### config.mk
export PLATFORM = sky130hd
export DESIGN_NAME = mem_write_tracer
export DESIGN_NICKNAME = d
export VERILOG_FILES = /design/src/rtl/mem_trace_pkg.sv /design/src/rtl/trace_fifo.sv /design/src/rtl/mem_write_tracer.sv
export SDC_FILE = /design/constraint.sdc
export NUM_CORES = 1
export LEC_CHECK = 0
export BUFFER_PORTS_ARGS = -buffer_cell sky130_fd_sc_hd__buf_2
export CAP_MARGIN = 20
export CORE_ASPECT_RATIO = 0.8
export CORE_MARGIN = 4
export CORE_UTILIZATION = 53
export DETAILED_ROUTE_END_ITERATION = 10
export PLACE_DENSITY = 0.76
export SLEW_MARGIN = 15
export SYNTH_ARGS = -nofsm -noshare
export SYNTH_HDL_FRONTEND = slang
export SYNTH_HIERARCHICAL = 1
export SYNTH_SLANG_ARGS = --single-unit
### constraint.sdc
create_clock -name clock -period 5.5 [get_ports clock]
set_input_delay 0.55 -clock clock [delete_from_list [all_inputs] [get_ports clock]]
set_output_delay 0.55 -clock clock [all_outputs]
set_load 0.01 [all_outputs]
### src/rtl/mem_trace_pkg.sv
// Shared constants and width helpers for the memory write tracer.
package mem_trace_pkg;

  localparam logic [17:0] HEX_BASE = 18'h10000;
  localparam logic [17:0] HEX_MASK = 18'h3FFFF;
  localparam logic [17:0] PIO_BASE = 18'h20000;
  localparam logic [17:0] PIO_MASK = 18'h3FFF0;

  // A single window still needs a one-bit index port.
  function automatic int win_idx_width(input int n);
    return (n <= 1) ? 1 : $clog2(n);
  endfunction

  // Occupancy must be able to represent 0..d inclusive.
  function automatic int fifo_lvl_width(input int d);
    return $clog2(d) + 1;
  endfunction

endpackage

### src/rtl/trace_fifo.sv
// Generic synchronous FIFO with first-word-fall-through head, flush, and
// simultaneous push/pop accepted while full.
module trace_fifo
  import mem_trace_pkg::*;
#(
  parameter int WIDTH = 8,
  parameter int DEPTH = 8,
  localparam int PTR_W = $clog2(DEPTH),
  localparam int LVL_W = fifo_lvl_width(DEPTH)
) (
  input  logic             clock,
  input  logic             reset,
  input  logic             flush,
  input  logic             push,
  input  logic [WIDTH-1:0] data_in,
  input  logic             pop,
  output logic [WIDTH-1:0] data_out,
  output logic             full,
  output logic             empty,
  output logic [LVL_W-1:0] level
);

  logic [WIDTH-1:0] mem [DEPTH];
  logic [PTR_W-1:0] wr_ptr_reg;
  logic [PTR_W-1:0] rd_ptr_reg;
  logic [LVL_W-1:0] level_reg;
  logic             do_push;
  logic             do_pop;

  assign empty   = (level_reg == '0);
  assign full    = (level_reg == LVL_W'(DEPTH));
  assign do_pop  = pop && !empty;
  // A pop on the same edge frees the slot a push into a full FIFO needs.
  assign do_push = push && (!full || do_pop);

  always_ff @(posedge clock) begin
    if (do_push) begin
      mem[wr_ptr_reg] <= data_in;
    end
  end

  always_ff @(posedge clock) begin
    if (!reset || flush) begin
      wr_ptr_reg <= '0;
      rd_ptr_reg <= '0;
      level_reg  <= '0;
    end else begin
      if (do_push) begin
        wr_ptr_reg <= wr_ptr_reg + PTR_W'(1);
      end
      if (do_pop) begin
        rd_ptr_reg <= rd_ptr_reg + PTR_W'(1);
      end
      case ({do_push, do_pop})
        2'b10:   level_reg <= level_reg + LVL_W'(1);
        2'b01:   level_reg <= level_reg - LVL_W'(1);
        default: level_reg <= level_reg;
      endcase
    end
  end

  // Head is read combinationally so valid and data appear on the same cycle.
  assign data_out = mem[rd_ptr_reg];
  assign level    = level_reg;

endmodule

### src/rtl/mem_write_tracer.sv
// Passive Avalon-MM write snooper: window match, hit counters, trace FIFO.
// Optional capture timestamps are enabled with MEM_WRITE_TRACER_TIMESTAMP_EN.
module mem_write_tracer
  import mem_trace_pkg::*;
#(
  parameter int ADDR_WIDTH  = 16,
  parameter int DATA_WIDTH  = 16,
  parameter int WORD_SHIFT  = 2,
  parameter int NUM_WINDOWS = 2,
  parameter logic [NUM_WINDOWS*(ADDR_WIDTH+WORD_SHIFT)-1:0] WINDOW_BASE = {PIO_BASE, HEX_BASE},
  parameter logic [NUM_WINDOWS*(ADDR_WIDTH+WORD_SHIFT)-1:0] WINDOW_MASK = {PIO_MASK, HEX_MASK},
  parameter int FIFO_DEPTH  = 8,
  parameter int COUNT_WIDTH = 16,
  parameter int TS_WIDTH    = 32,
  localparam int BA_W  = ADDR_WIDTH + WORD_SHIFT,
  localparam int BE_W  = DATA_WIDTH / 8,
  localparam int WIN_W = win_idx_width(NUM_WINDOWS),
  localparam int LVL_W = fifo_lvl_width(FIFO_DEPTH)
) (
  input  logic                           clock,
  input  logic                           reset,
  input  logic [ADDR_WIDTH-1:0]          address,
  input  logic [BE_W-1:0]                byteenable,
  input  logic                           write,
  input  logic [DATA_WIDTH-1:0]          writedata,
  input  logic                           waitrequest,
  input  logic                           clear,
  output logic                           trace_valid,
  input  logic                           trace_ready,
  output logic [WIN_W-1:0]               trace_window,
  output logic [BA_W-1:0]                trace_address,
  output logic [DATA_WIDTH-1:0]          trace_data,
  output logic [BE_W-1:0]                trace_byteenable,
  output logic [TS_WIDTH-1:0]            trace_timestamp,
  output logic [NUM_WINDOWS*COUNT_WIDTH-1:0] hit_count,
  output logic [COUNT_WIDTH-1:0]         dropped_count,
  output logic                           overflow,
  output logic [LVL_W-1:0]               fill_level
);

  localparam int PAYLOAD_W = WIN_W + BA_W + DATA_WIDTH + BE_W;

  logic [BA_W-1:0]        ba;
  logic [NUM_WINDOWS-1:0] match;
  logic [WIN_W-1:0]       win_sel;
  logic                   win_hit;
  logic                   capture;
  logic                   hit;
  logic                   drop;
  logic                   fifo_full;
  logic                   fifo_empty;
  logic [COUNT_WIDTH-1:0] dropped_count_reg;
  logic                   overflow_reg;
  logic [PAYLOAD_W-1:0]   payload;

  assign ba      = BA_W'(address) << WORD_SHIFT;
  assign capture = write && !waitrequest;

  genvar gi;
  generate
    for (gi = 0; gi < NUM_WINDOWS; gi++) begin : g_win
      localparam logic [BA_W-1:0] BASE = WINDOW_BASE[gi*BA_W +: BA_W];
      localparam logic [BA_W-1:0] MASK = WINDOW_MASK[gi*BA_W +: BA_W];
      logic [COUNT_WIDTH-1:0] hit_count_reg;

      assign match[gi] = ((ba & MASK) == (BASE & MASK));

      always_ff @(posedge clock) begin
        if (!reset || clear) begin
          hit_count_reg <= '0;
        end else if (hit && (win_sel == WIN_W'(gi)) && !(&hit_count_reg)) begin
          hit_count_reg <= hit_count_reg + COUNT_WIDTH'(1);
        end
      end

      assign hit_count[gi*COUNT_WIDTH +: COUNT_WIDTH] = hit_count_reg;
    end
  endgenerate

  // Scan downwards so the lowest matching window index is the one kept.
  always_comb begin
    win_sel = '0;
    win_hit = 1'b0;
    for (int i = NUM_WINDOWS - 1; i >= 0; i--) begin
      if (match[i]) begin
        win_sel = WIN_W'(i);
        win_hit = 1'b1;
      end
    end
  end

  assign hit = capture && win_hit;
  // When full the head is valid, so trace_ready alone decides whether a slot frees.
  assign drop = hit && fifo_full && !trace_ready;

  always_ff @(posedge clock) begin
    if (!reset || clear) begin
      dropped_count_reg <= '0;
      overflow_reg      <= 1'b0;
    end else if (drop) begin
      overflow_reg <= 1'b1;
      if (!(&dropped_count_reg)) begin
        dropped_count_reg <= dropped_count_reg + COUNT_WIDTH'(1);
      end
    end
  end

`ifdef MEM_WRITE_TRACER_TIMESTAMP_EN
  localparam int ENTRY_W = PAYLOAD_W + TS_WIDTH;
  logic [TS_WIDTH-1:0] ts_reg;

  // Free-running; clear deliberately leaves it alone so traces stay comparable.
  always_ff @(posedge clock) begin
    if (!reset) begin
      ts_reg <= '0;
    end else begin
      ts_reg <= ts_reg + TS_WIDTH'(1);
    end
  end
`else
  localparam int ENTRY_W = PAYLOAD_W;
`endif

  logic [ENTRY_W-1:0] entry_in;
  logic [ENTRY_W-1:0] entry_out;

`ifdef MEM_WRITE_TRACER_TIMESTAMP_EN
  assign entry_in        = {win_sel, ba, writedata, byteenable, ts_reg};
  assign trace_timestamp = trace_valid ? entry_out[TS_WIDTH-1:0] : '0;
`else
  assign entry_in        = {win_sel, ba, writedata, byteenable};
  assign trace_timestamp = '0;
`endif

  trace_fifo #(
    .WIDTH (ENTRY_W),
    .DEPTH (FIFO_DEPTH)
  ) u_fifo (
    .clock    (clock),
    .reset    (reset),
    .flush    (clear),
    .push     (hit),
    .data_in  (entry_in),
    .pop      (trace_ready),
    .data_out (entry_out),
    .full     (fifo_full),
    .empty    (fifo_empty),
    .level    (fill_level)
  );

  assign trace_valid = !fifo_empty;

  // Head fields read as zero when empty, hiding stale or uninitialised RAM.
  assign payload          = trace_valid ? entry_out[ENTRY_W-1 -: PAYLOAD_W] : '0;
  assign trace_window     = payload[PAYLOAD_W-1 -: WIN_W];
  assign trace_address    = payload[BE_W+DATA_WIDTH +: BA_W];
  assign trace_data       = payload[BE_W +: DATA_WIDTH];
  assign trace_byteenable = payload[BE_W-1:0];

  assign dropped_count = dropped_count_reg;
  assign overflow      = overflow_reg;

endmodule

Word-level counts from Yosys, hierarchy flattened. Memory sizes are Yosys's and may differ from the RTL's. A register that Yosys moved wholly into a read port is not among the register bits. Index checks and enable logic that the tools add are counted.

Bits of input ports: 40. Logic and storage cells: 56. Register bits: 59. Memories kept: 1. Output and inout bits: 123. Bits in writable memories: 280.

Memories: u_fifo.mem (words 8, width 35, read ports 1, clocked after Yosys merged registers in 1, wr ports 1, RTL line trace_fifo.sv:23) `logic [WIDTH-1:0] mem [DEPTH];`.

Add/subtract/negate cells: 7. Equal/unequal tests: 5. Muxes and demuxes: 9. Reductions and logical operators: 25. Bitwise gates (word level): 2.

Operators by type and width (count): adder 16 x 1 -> 16 bit (second input constant) (3); AND reduction 16 bit (3); two-way mux 37 bit (1); == test 16 x 15 -> 1 bit (second input constant) (1); == test 14 bit (second input constant) (1); logical AND 1 bit (10); case mux 4 bit (2 select lines) (1); zero test 1 bit (7); adder 3 x 1 -> 3 bit (second input constant) (2); two-way mux 3 bit (2); two-way mux 1 bit (5); adder 4 x 1 -> 4 bit (second input constant) (1); == test 4 bit (second input constant) (1); zero test 4 bit (1); subtractor 4 x 1 -> 4 bit (second input constant) (1); == test 2 x 1 -> 1 bit (second input constant) (1); == test 2 bit (second input constant) (1); logical OR 1 bit (2); inverter 1 bit (2); AND reduction 2 bit (1); nonzero test 2 bit (1).

Longest topological paths before layout. Gate-level depths: netlist of the first run.

Word-level depth: 7. Depth in mapped cells: 12. Gate-level depth less buffers: 11.

By module. The synthesis of the first run kept the hierarchy.

Modules (own cells, without submodules): trace_fifo (instances 1, area an instance 11852.6 sq um, cells each 512); mem_write_tracer (instances 1, area an instance 3056.7 sq um, cells each 386).

Worst setup path after synthesis of the first run. No wires, ideal clock.

Path kind: in2reg. From: input address[5]. To: memory u_fifo/mem[0][0] (netlist name), enable pin. Arrival: 5.458 ns. Required time: 4.976 ns. Path slack: -0.482 ns. Stages on the path: 6. Path through: or4_1 > or3_4 > a21oi_1 > clkbuf_2 > o21ai_4 > nor4_1.

Longest elaborated chain between the ends: 7.

RTL lines: start, declared (RTL line mem_write_tracer.sv:22) `input logic [ADDR_WIDTH-1:0] address,`; == test 14 bit (RTL line mem_write_tracer.sv:66) `assign match[gi] = ((ba & MASK) == (BASE & MASK));`; two-way mux 1 bit (RTL line mem_write_tracer.sv:85) `if (match[i]) begin`; two-way mux 1 bit (*) (RTL line mem_write_tracer.sv:85); logical AND 1 bit (*) (RTL line mem_write_tracer.sv:92) `assign hit = capture && win_hit;`; named net hit (RTL line mem_write_tracer.sv:48) `logic hit;`; logical AND 1 bit (*) (RTL line trace_fifo.sv:34) `assign do_push = push && (!full || do_pop);`; two-way mux 1 bit (*) (RTL line trace_fifo.sv:37) `if (do_push) begin`; two-way mux 1 bit (not written as such) (*) (RTL line trace_fifo.sv:38) `mem[wr_ptr_reg] <= data_in;`; end, declared (RTL line trace_fifo.sv:23).

The timed path passes the listed nets; every way through them passes the cells marked *.

Worst setup path in the final report of the first run.
From: input address[3]. To: memory u_fifo/mem[6][8] (netlist name), enable pin.

The elaborated chain is that of the path after synthesis.

==> results of run 1 <==
==> metal layers <==
| layer | vias up | part of all wire |
|---|---|---|
| li1 | 3837 | - |
| met2 | 275 | 0.50 |
| met1 | 4291 | 0.42 |
| met4 | 0 | 0.020 |
| met3 | 46 | 0.060 |
| met5 | - | 0 |
==> power breakdown <==
part           total, mW  switching, mW  internal, mW
Clock               2.37          0.990          1.38
Combinational     0.0692         0.0555        0.0136
Sequential          2.93     0.00000388          2.93
Total               5.37           1.05          4.32
==> cells in the mapped netlist, types with 16 or more instances <==
cell	number
nor2b_1	39
nor2_1	35
mux4_2	74
nand2_1	24
buf_4	32
a21oi_1	28
nand3_1	17
clkbuf_1	17
nand4_1	20
or4_1	16
edfxtp_1	296
dfxtp_1	62
mux2_2	37
==> cells by family after synthesis <==
| logic type | count (synthesis) |
|---|---|
| compound gates | 88 |
| xor+xnor | 16 |
| fa+ha+maj | 8 |
| buf+inv | 80 |
| flops | 358 |
| mux | 115 |
| other cells | 1 |
| simple gates | 232 |
==> layout make-up <==
| cell class | instances | area, µm² |
|---|---|---|
| fillers | 1940 | 10400 |
| flip-flops and latches | 358 | 10100 |
| multi-input cells | 507 | 4530 |
| clock buffers | 46 | 960 |
| repair buffers | 147 | 846 |
| well taps | 364 | 455 |
| clock inverters | 20 | 176 |
| inverters | 8 | 30.0 |
| diodes | 2 | 5.00 |
==> worst max-delay path: stages <==
cell      delay [ps]
buf_2            150
nor4_1           800
nand2_1          290
a21oi_1          260
buf_4            200
o211ai_1         310
nor2_4           750
buf_4            380
==> through the flow <==
stage               cell area (µm²)  total power [mW]  cells
floorplan                     15100              3.03    945
global placement              16000              3.05   1381
detailed placement            16000              3.05   1381
CTS                           17100              5.41   1447
global route                  17100              5.54   1450
finish                        17100              5.37   1452
==> worst paths after layout <==
kind                                            endpoint  depth (start not counted)  slack [ps]
setup / recovery              u_fifo/mem[6][8]$_DFFE_PP_                          8        1990
hold / removal                u_fifo/mem[5][1]$_DFFE_PP_                          1         290
setup reg to reg              u_fifo/mem[6][8]$_DFFE_PP_                          4        2820
hold reg to reg   g_win[0].hit_count_reg[1]$_SDFFE_PP0P_                          2         500
==> key figures, run 1 <==
Routing
  • WL/cell: 21.2 µm
  • DR vias/cell: ~5.8
  • Antenna Nets Post-Route: 0
  • Drt total wl: slightly above 30 mm
  • Pre-antenna DRT Iters: 4
  • Vias: 8449
  • 1st-iter DRT viols: 740
  • DR DRC count: 0

STA
  • Setup Skew: 17.6 ps
  • Final worst path period need: around 3500 ps
  • Final hold violations: 0
  • Tightest Pin Transition: between 1000 and 1500 ps
  • Period utilisation layout: 0.638
  • Fmax: around 0.28 GHz
  • Worst hold slack: between 200 and 300 ps
  • RSZ-0062 raised after global routing: false
  • Max_slew headroom: 0.251
  • Min setup slack post-route: 1990 ps
  • Fin. max-slew vios: 0
  • Sum Neg Setup Slack: 0 ps
  • Setup-failing EPs final: 0

Global route
  • Pin count of the biggest net entering global routing: 75
  • Global routing's busiest layer: met2
  • GRT Residual Overflow: 0
  • Met3 GRT Util: 0.0372
  • First-pass GRT wire length: ~48 mm
  • Vias in the first global route: between 8000 and 9000
  • M1 GR Usage: 0.281
  • Gr usage total: 0.199
  • M2 GR Usage: 0.322
  • Initial antenna violation count: 0

Setup path
  • CP endpoint kind: flop
  • Crit path arrival time: roughly 3700 ps
  • Worst Setup Path Type: input pin to flop
  • Worst flop-to-flop path startpoint: u_fifo/level[0]$_SDFFE_PP0P_
  • CP startpoint: address[3]
  • WP data required: approximately 5700 ps
  • Crit path launch type: input pin
  • Maximum fanout along the worst path: 23

Yosys
  • Post-Syn Instances: approximately 900
  • Mean Syn Cell Area: about 17 µm²
  • EDFF count, synth: 296
  • Netlist cell types: between 50 and 60
  • Netlist Area Pre-Place: 0.0149 mm²
  • Most used DFF post-synth: edfxtp_1
  • Post-synthesis adder-cell area fraction: 0.00722
  • Synth Register Bits: approximately 360
  • Main combinational cell family by area after synthesis: multiplexers
  • Fraction of synthesized cell area in xor and xnor cells: 0.00940
  • Mux share of post-synthesis cell area: 0.142
  • Sequential-to-total area share from yosys stat: 0.679
  • Synth top area cells: edfxtp_1, mux4_2, dfxtp_1, mux2_2, nor2b_1
  • Post-synthesis compound-gate area fraction: 0.0390
  • Ys async rst share: 0
  • Top-area cell type share of the netlist area: 0.596
  • Dominant cell type by area after synthesis: edfxtp_1
  • Synth Warn #: 6
  • Simple-Gate Fraction of Synth Area: 0.0895

Power
  • VDD IR max: 183 µV
  • Leak: approximately 5.7 nW
  • Power per cell area: ~310 mW/mm²

Floorplan
  • Die height: about 160 µm
  • CORE AREA: between 0.02 and 0.03 mm²
  • Boundary pin count: approximately 160
  • Die area: ~0.03 mm²
  • # rows: 54
  • DIE WIDTH: between 150 and 200 µm
  • Initial core utilization: 0.542

Run status
  • Run status: finished, final reports clean

Clock tree
  • TritonCTS clock tree: built
  • Post-CTS sizing: 0
  • Root Driver: clkbuf_16
  • CTS Hold Bufs: 0
  • CTS clk-pin slew, worst paths: about 60 ps
  • Post-CTS setup buffers: 0
  • CTS Buffer Depth: 3
  • CTS Buf Count: 37
  • Worst skew pair latency: between 500 and 600 ps
  • H-tree depth: 2
  • CTS Sinks: about 360

Flow run
  • Total of max-cap violations: 0

Placement
  • DP HPWL: ~19 mm
  • # port buffers: between 100 and 150
  • GPL Wtd Cong: around 0.84
  • Pre-CTS setup slack: approximately 1500 ps

Worst hold path
  • Hold Path Origin: byteenable[1]
  • Hold Path Class: input pin to flop

Cells and area
  • Area Overhead vs Synth: 15.0%
  • Layout cells sized above 1: 0.300
  • Finished Core Util: 0.623
  • Max reg flops: between 200 and 300
  • Layout Nets: about 1100
  • Most frequent cells in the layout: edfxtp_1, buf_2, mux4_2
  • Most common cell after layout, fill and taps aside: edfxtp_1
(Power assumes the default switching activity.)
==> run 2: changes to the inputs <==
==> constraint.sdc (replaced) <==
create_clock -name clock -period 2.9 [get_ports clock]
set_input_delay 0.29 -clock clock [delete_from_list [all_inputs] [get_ports clock]]
set_output_delay 0.29 -clock clock [all_outputs]
set_load 0.01 [all_outputs]
==> key figures, run 2 (synthesis results as in run 1) <==
STA
  • Fmax: approximately 0.38 GHz
  • Final worst path period need: 2660 ps
  • RSZ-0062 raised after global routing: false (unchanged)
  • Tightest Pin Transition: 789 ps (was 1120 ps)
  • Period utilisation layout: 0.917
  • Min setup slack post-route: 241 ps (was 1990 ps)
  • Fin. max-slew vios: 0 (unchanged)
  • Setup-failing EPs final: 0 (unchanged)
  • Max_slew headroom: 0.469 (was 0.251)
  • Final hold violations: 0 (unchanged)
  • Setup Skew: 20.7 ps (was 17.6 ps)

Floorplan
  • DIE WIDTH: 196 µm (unchanged)
  • Initial core utilization: 0.542 (unchanged)
  • Boundary pin count: 163 (unchanged)
  • Die height: 158 µm (unchanged)
  • Die area: 0.0309 mm² (unchanged)
  • CORE AREA: 0.0275 mm² (unchanged)
  • # rows: 54 (unchanged)

Routing
  • DR vias/cell: 5.77 (was 5.82)
  • WL/cell: 20.9 µm (was 21.2 µm)
  • Vias: 8556 (was 8449)
  • 1st-iter DRT viols: 654 (was 740)
  • DR DRC count: 0 (unchanged)
  • Pre-antenna DRT Iters: 5 (was 4)
  • Antenna Nets Post-Route: 0 (unchanged)
  • Drt total wl: 31.0 mm (was 30.7 mm)

Cells and area
  • Most frequent cells in the layout: edfxtp_1, buf_2, mux4_2 (unchanged)
  • Finished Core Util: 0.639 (was 0.623)
  • Layout Nets: 1140 (was 1107)
  • Layout cells sized above 1: 0.330 (was 0.300)
  • Most common cell after layout, fill and taps aside: edfxtp_1 (unchanged)
  • Non-filler instance count after layout: 1482 (was 1452)
  • Fill cells: 1950 (was 1940)
  • Area Overhead vs Synth: 17.9% (was 15.0%)
  • Max reg flops: 296 (unchanged)

Power
  • Clock power frac: 0.443 (was 0.442)
  • P_int: 8.25 mW (was 4.32 mW)
  • Switch Pwr: 1.96 mW (was 1.05 mW)
  • Leak: 5.89 nW (was 5.69 nW)
  • VDD IR max: 403 µV (was 183 µV)
  • Power per cell area: 581 mW/mm² (was 313 mW/mm²)
  • Seq pwr share: 0.543 (was 0.545)
  • Comb power frac: 0.014 (was 0.013)
  • Total power: 10.2 mW (was 5.37 mW)
  • Net Sw Frac: 0.192 (was 0.195)

Worst hold path
  • Hold Path Class: input pin to flop (unchanged)
  • Hold Path Origin: writedata[11] (was byteenable[1])

Setup path
  • Crit path launch type: flop (was input pin)
  • Worst flop-to-flop path startpoint: u_fifo/level[1]$_SDFFE_PP0P_ (was u_fifo/level[0]$_SDFFE_PP0P_)
  • Top delay family on crit path: multiplexers (was simple AND/OR/NAND/NOR gates)
  • CP max stage cell: dfxtp_4 (was nor4_1)
  • Worst path max stage delay: 630 ps (was 800 ps)
  • Buf/Inv on CP: 2 (was 3)
  • Crit path arrival time: 2370 ps (was 3720 ps)
  • CP endpoint kind: primary output (was flop)
  • Worst Setup Path Type: flop to primary output (was input pin to flop)
  • Critical-path cell list: buf_12 > mux4_2 > mux2_2 > nor2b_1 > buf_2 (was buf_2 > nor4_1 > nand2_1 > a21oi_1 > buf_4 > o211ai_1 > nor2_4 > buf_4)
  • Maximum fanout along the worst path: 31 (was 23)
  • WP data required: 2610 ps (was 5710 ps)

Run status
  • Run status: finished, final reports clean (unchanged)

Global route
  • Gr usage total: 0.203 (was 0.199)
  • First-pass GRT wire length: 49.3 mm (was 48.0 mm)
  • GRT Residual Overflow: 0 (unchanged)
  • Pin count of the biggest net entering global routing: 32 (was 75)
  • Vias in the first global route: 8580 (was 8388)
  • Initial antenna violation count: 1 (was 0)

Placement
  • DP HPWL: 19.5 mm (was 18.9 mm)
  • # port buffers: 130 (unchanged)
  • GPL Wtd Cong: 0.836 (was 0.835)
  • Pre-CTS setup slack: -85.9 ps (was 1490 ps)
  • Placed insts: 1418 (was 1381)

Clock tree
  • CTS clk-pin slew, worst paths: 70 ps (was 60 ps)
  • CTS Sinks: 358 (unchanged)
  • TritonCTS clock tree: built (unchanged)
  • H-tree depth: 2 (unchanged)
  • Root Driver: clkbuf_16 (unchanged)
  • Post-CTS sizing: 0 (unchanged)
  • CTS Buffer Depth: 3 (unchanged)
  • CTS Buf Count: 35 (was 37)
  • Worst skew pair latency: 510 ps (was 520 ps)

Flow run
  • Total of max-cap violations: 0 (unchanged)
## run 2: changes by cell type in the layout (fill, tap and decap cells not counted), sizes merged
cell / delta
diode: -1
buf: +35
bufinv: +1
clkinv: -3
clkinvlp: +1
clkbuf: -3
## run 2: through the flow
| stage | setup TNS (ps) | area [µm²] | hold WS [ps] |
|---|---|---|---|
| after CTS | 0 | 17600 | 34.4 |
| after global placement | 0 | 16400 | 448 |
| after global routing | 0 | 17600 | 47.6 |
| after floorplan | -52970 | 15200 | 389 |
| after detailed placement | -85.9 | 16400 | 464 |
| final | 0 | 17600 | 47.4 |
## run 2: layer usage
layer  vias to the layer above  part of all wire  global-route usage
met1                      4333              0.43               0.289
met3                        57             0.064              0.0389
li1                       3897                 -                   -
met2                       267              0.49               0.332
met4                         2             0.018              0.0462
met5                         -           0.00039                   0
## run 2: path summary, 6_finish.rpt
| check | endpoint | slack [ps] | cells after the start |
|---|---|---|---|
| max | trace_address[8] | 240 | 5 |
| min | u_fifo/mem[3][13]$_DFFE_PP_ | 50 | 1 |
| max reg2reg | u_fifo/level[3]$_SDFFE_PP0P_ | 280 | 9 |
| min reg2reg | overflow$_SDFFE_PP0P_ | 470 | 2 |
## run 2: power groups by stage
stage / clock network, mW / logic [mW] / registers, mW
floorplan: 0 / 0.0740 / 5.67
detailed placement: 0 / 0.139 / 5.66
finish: 4.52 / 0.140 / 5.55
CTS: 4.62 / 0.139 / 5.55
global route: 4.86 / 0.159 / 5.55
global placement: 0 / 0.134 / 5.66
## run 2: area by class of cell
| class | count | area, µm² | area share |
|---|---|---|---|
| antenna | 1 | 2.50 | 0.000142 |
| clock buffer | 43 | 937 | 0.0533 |
| clock inverter | 19 | 204 | 0.0116 |
| inverter | 8 | 30.0 | 0.00171 |
| multi-input combinational | 507 | 4570 | 0.260 |
| sequential | 358 | 10100 | 0.577 |
| tap | 364 | 455 | 0.0259 |
| timing repair buffer | 182 | 1240 | 0.0706 |
## run 2: timing repair
action / CTS / global route
hold buffers: 0 / 0
setup endpoints to repair: 0 / 3
buffers inserted: 0 / 1
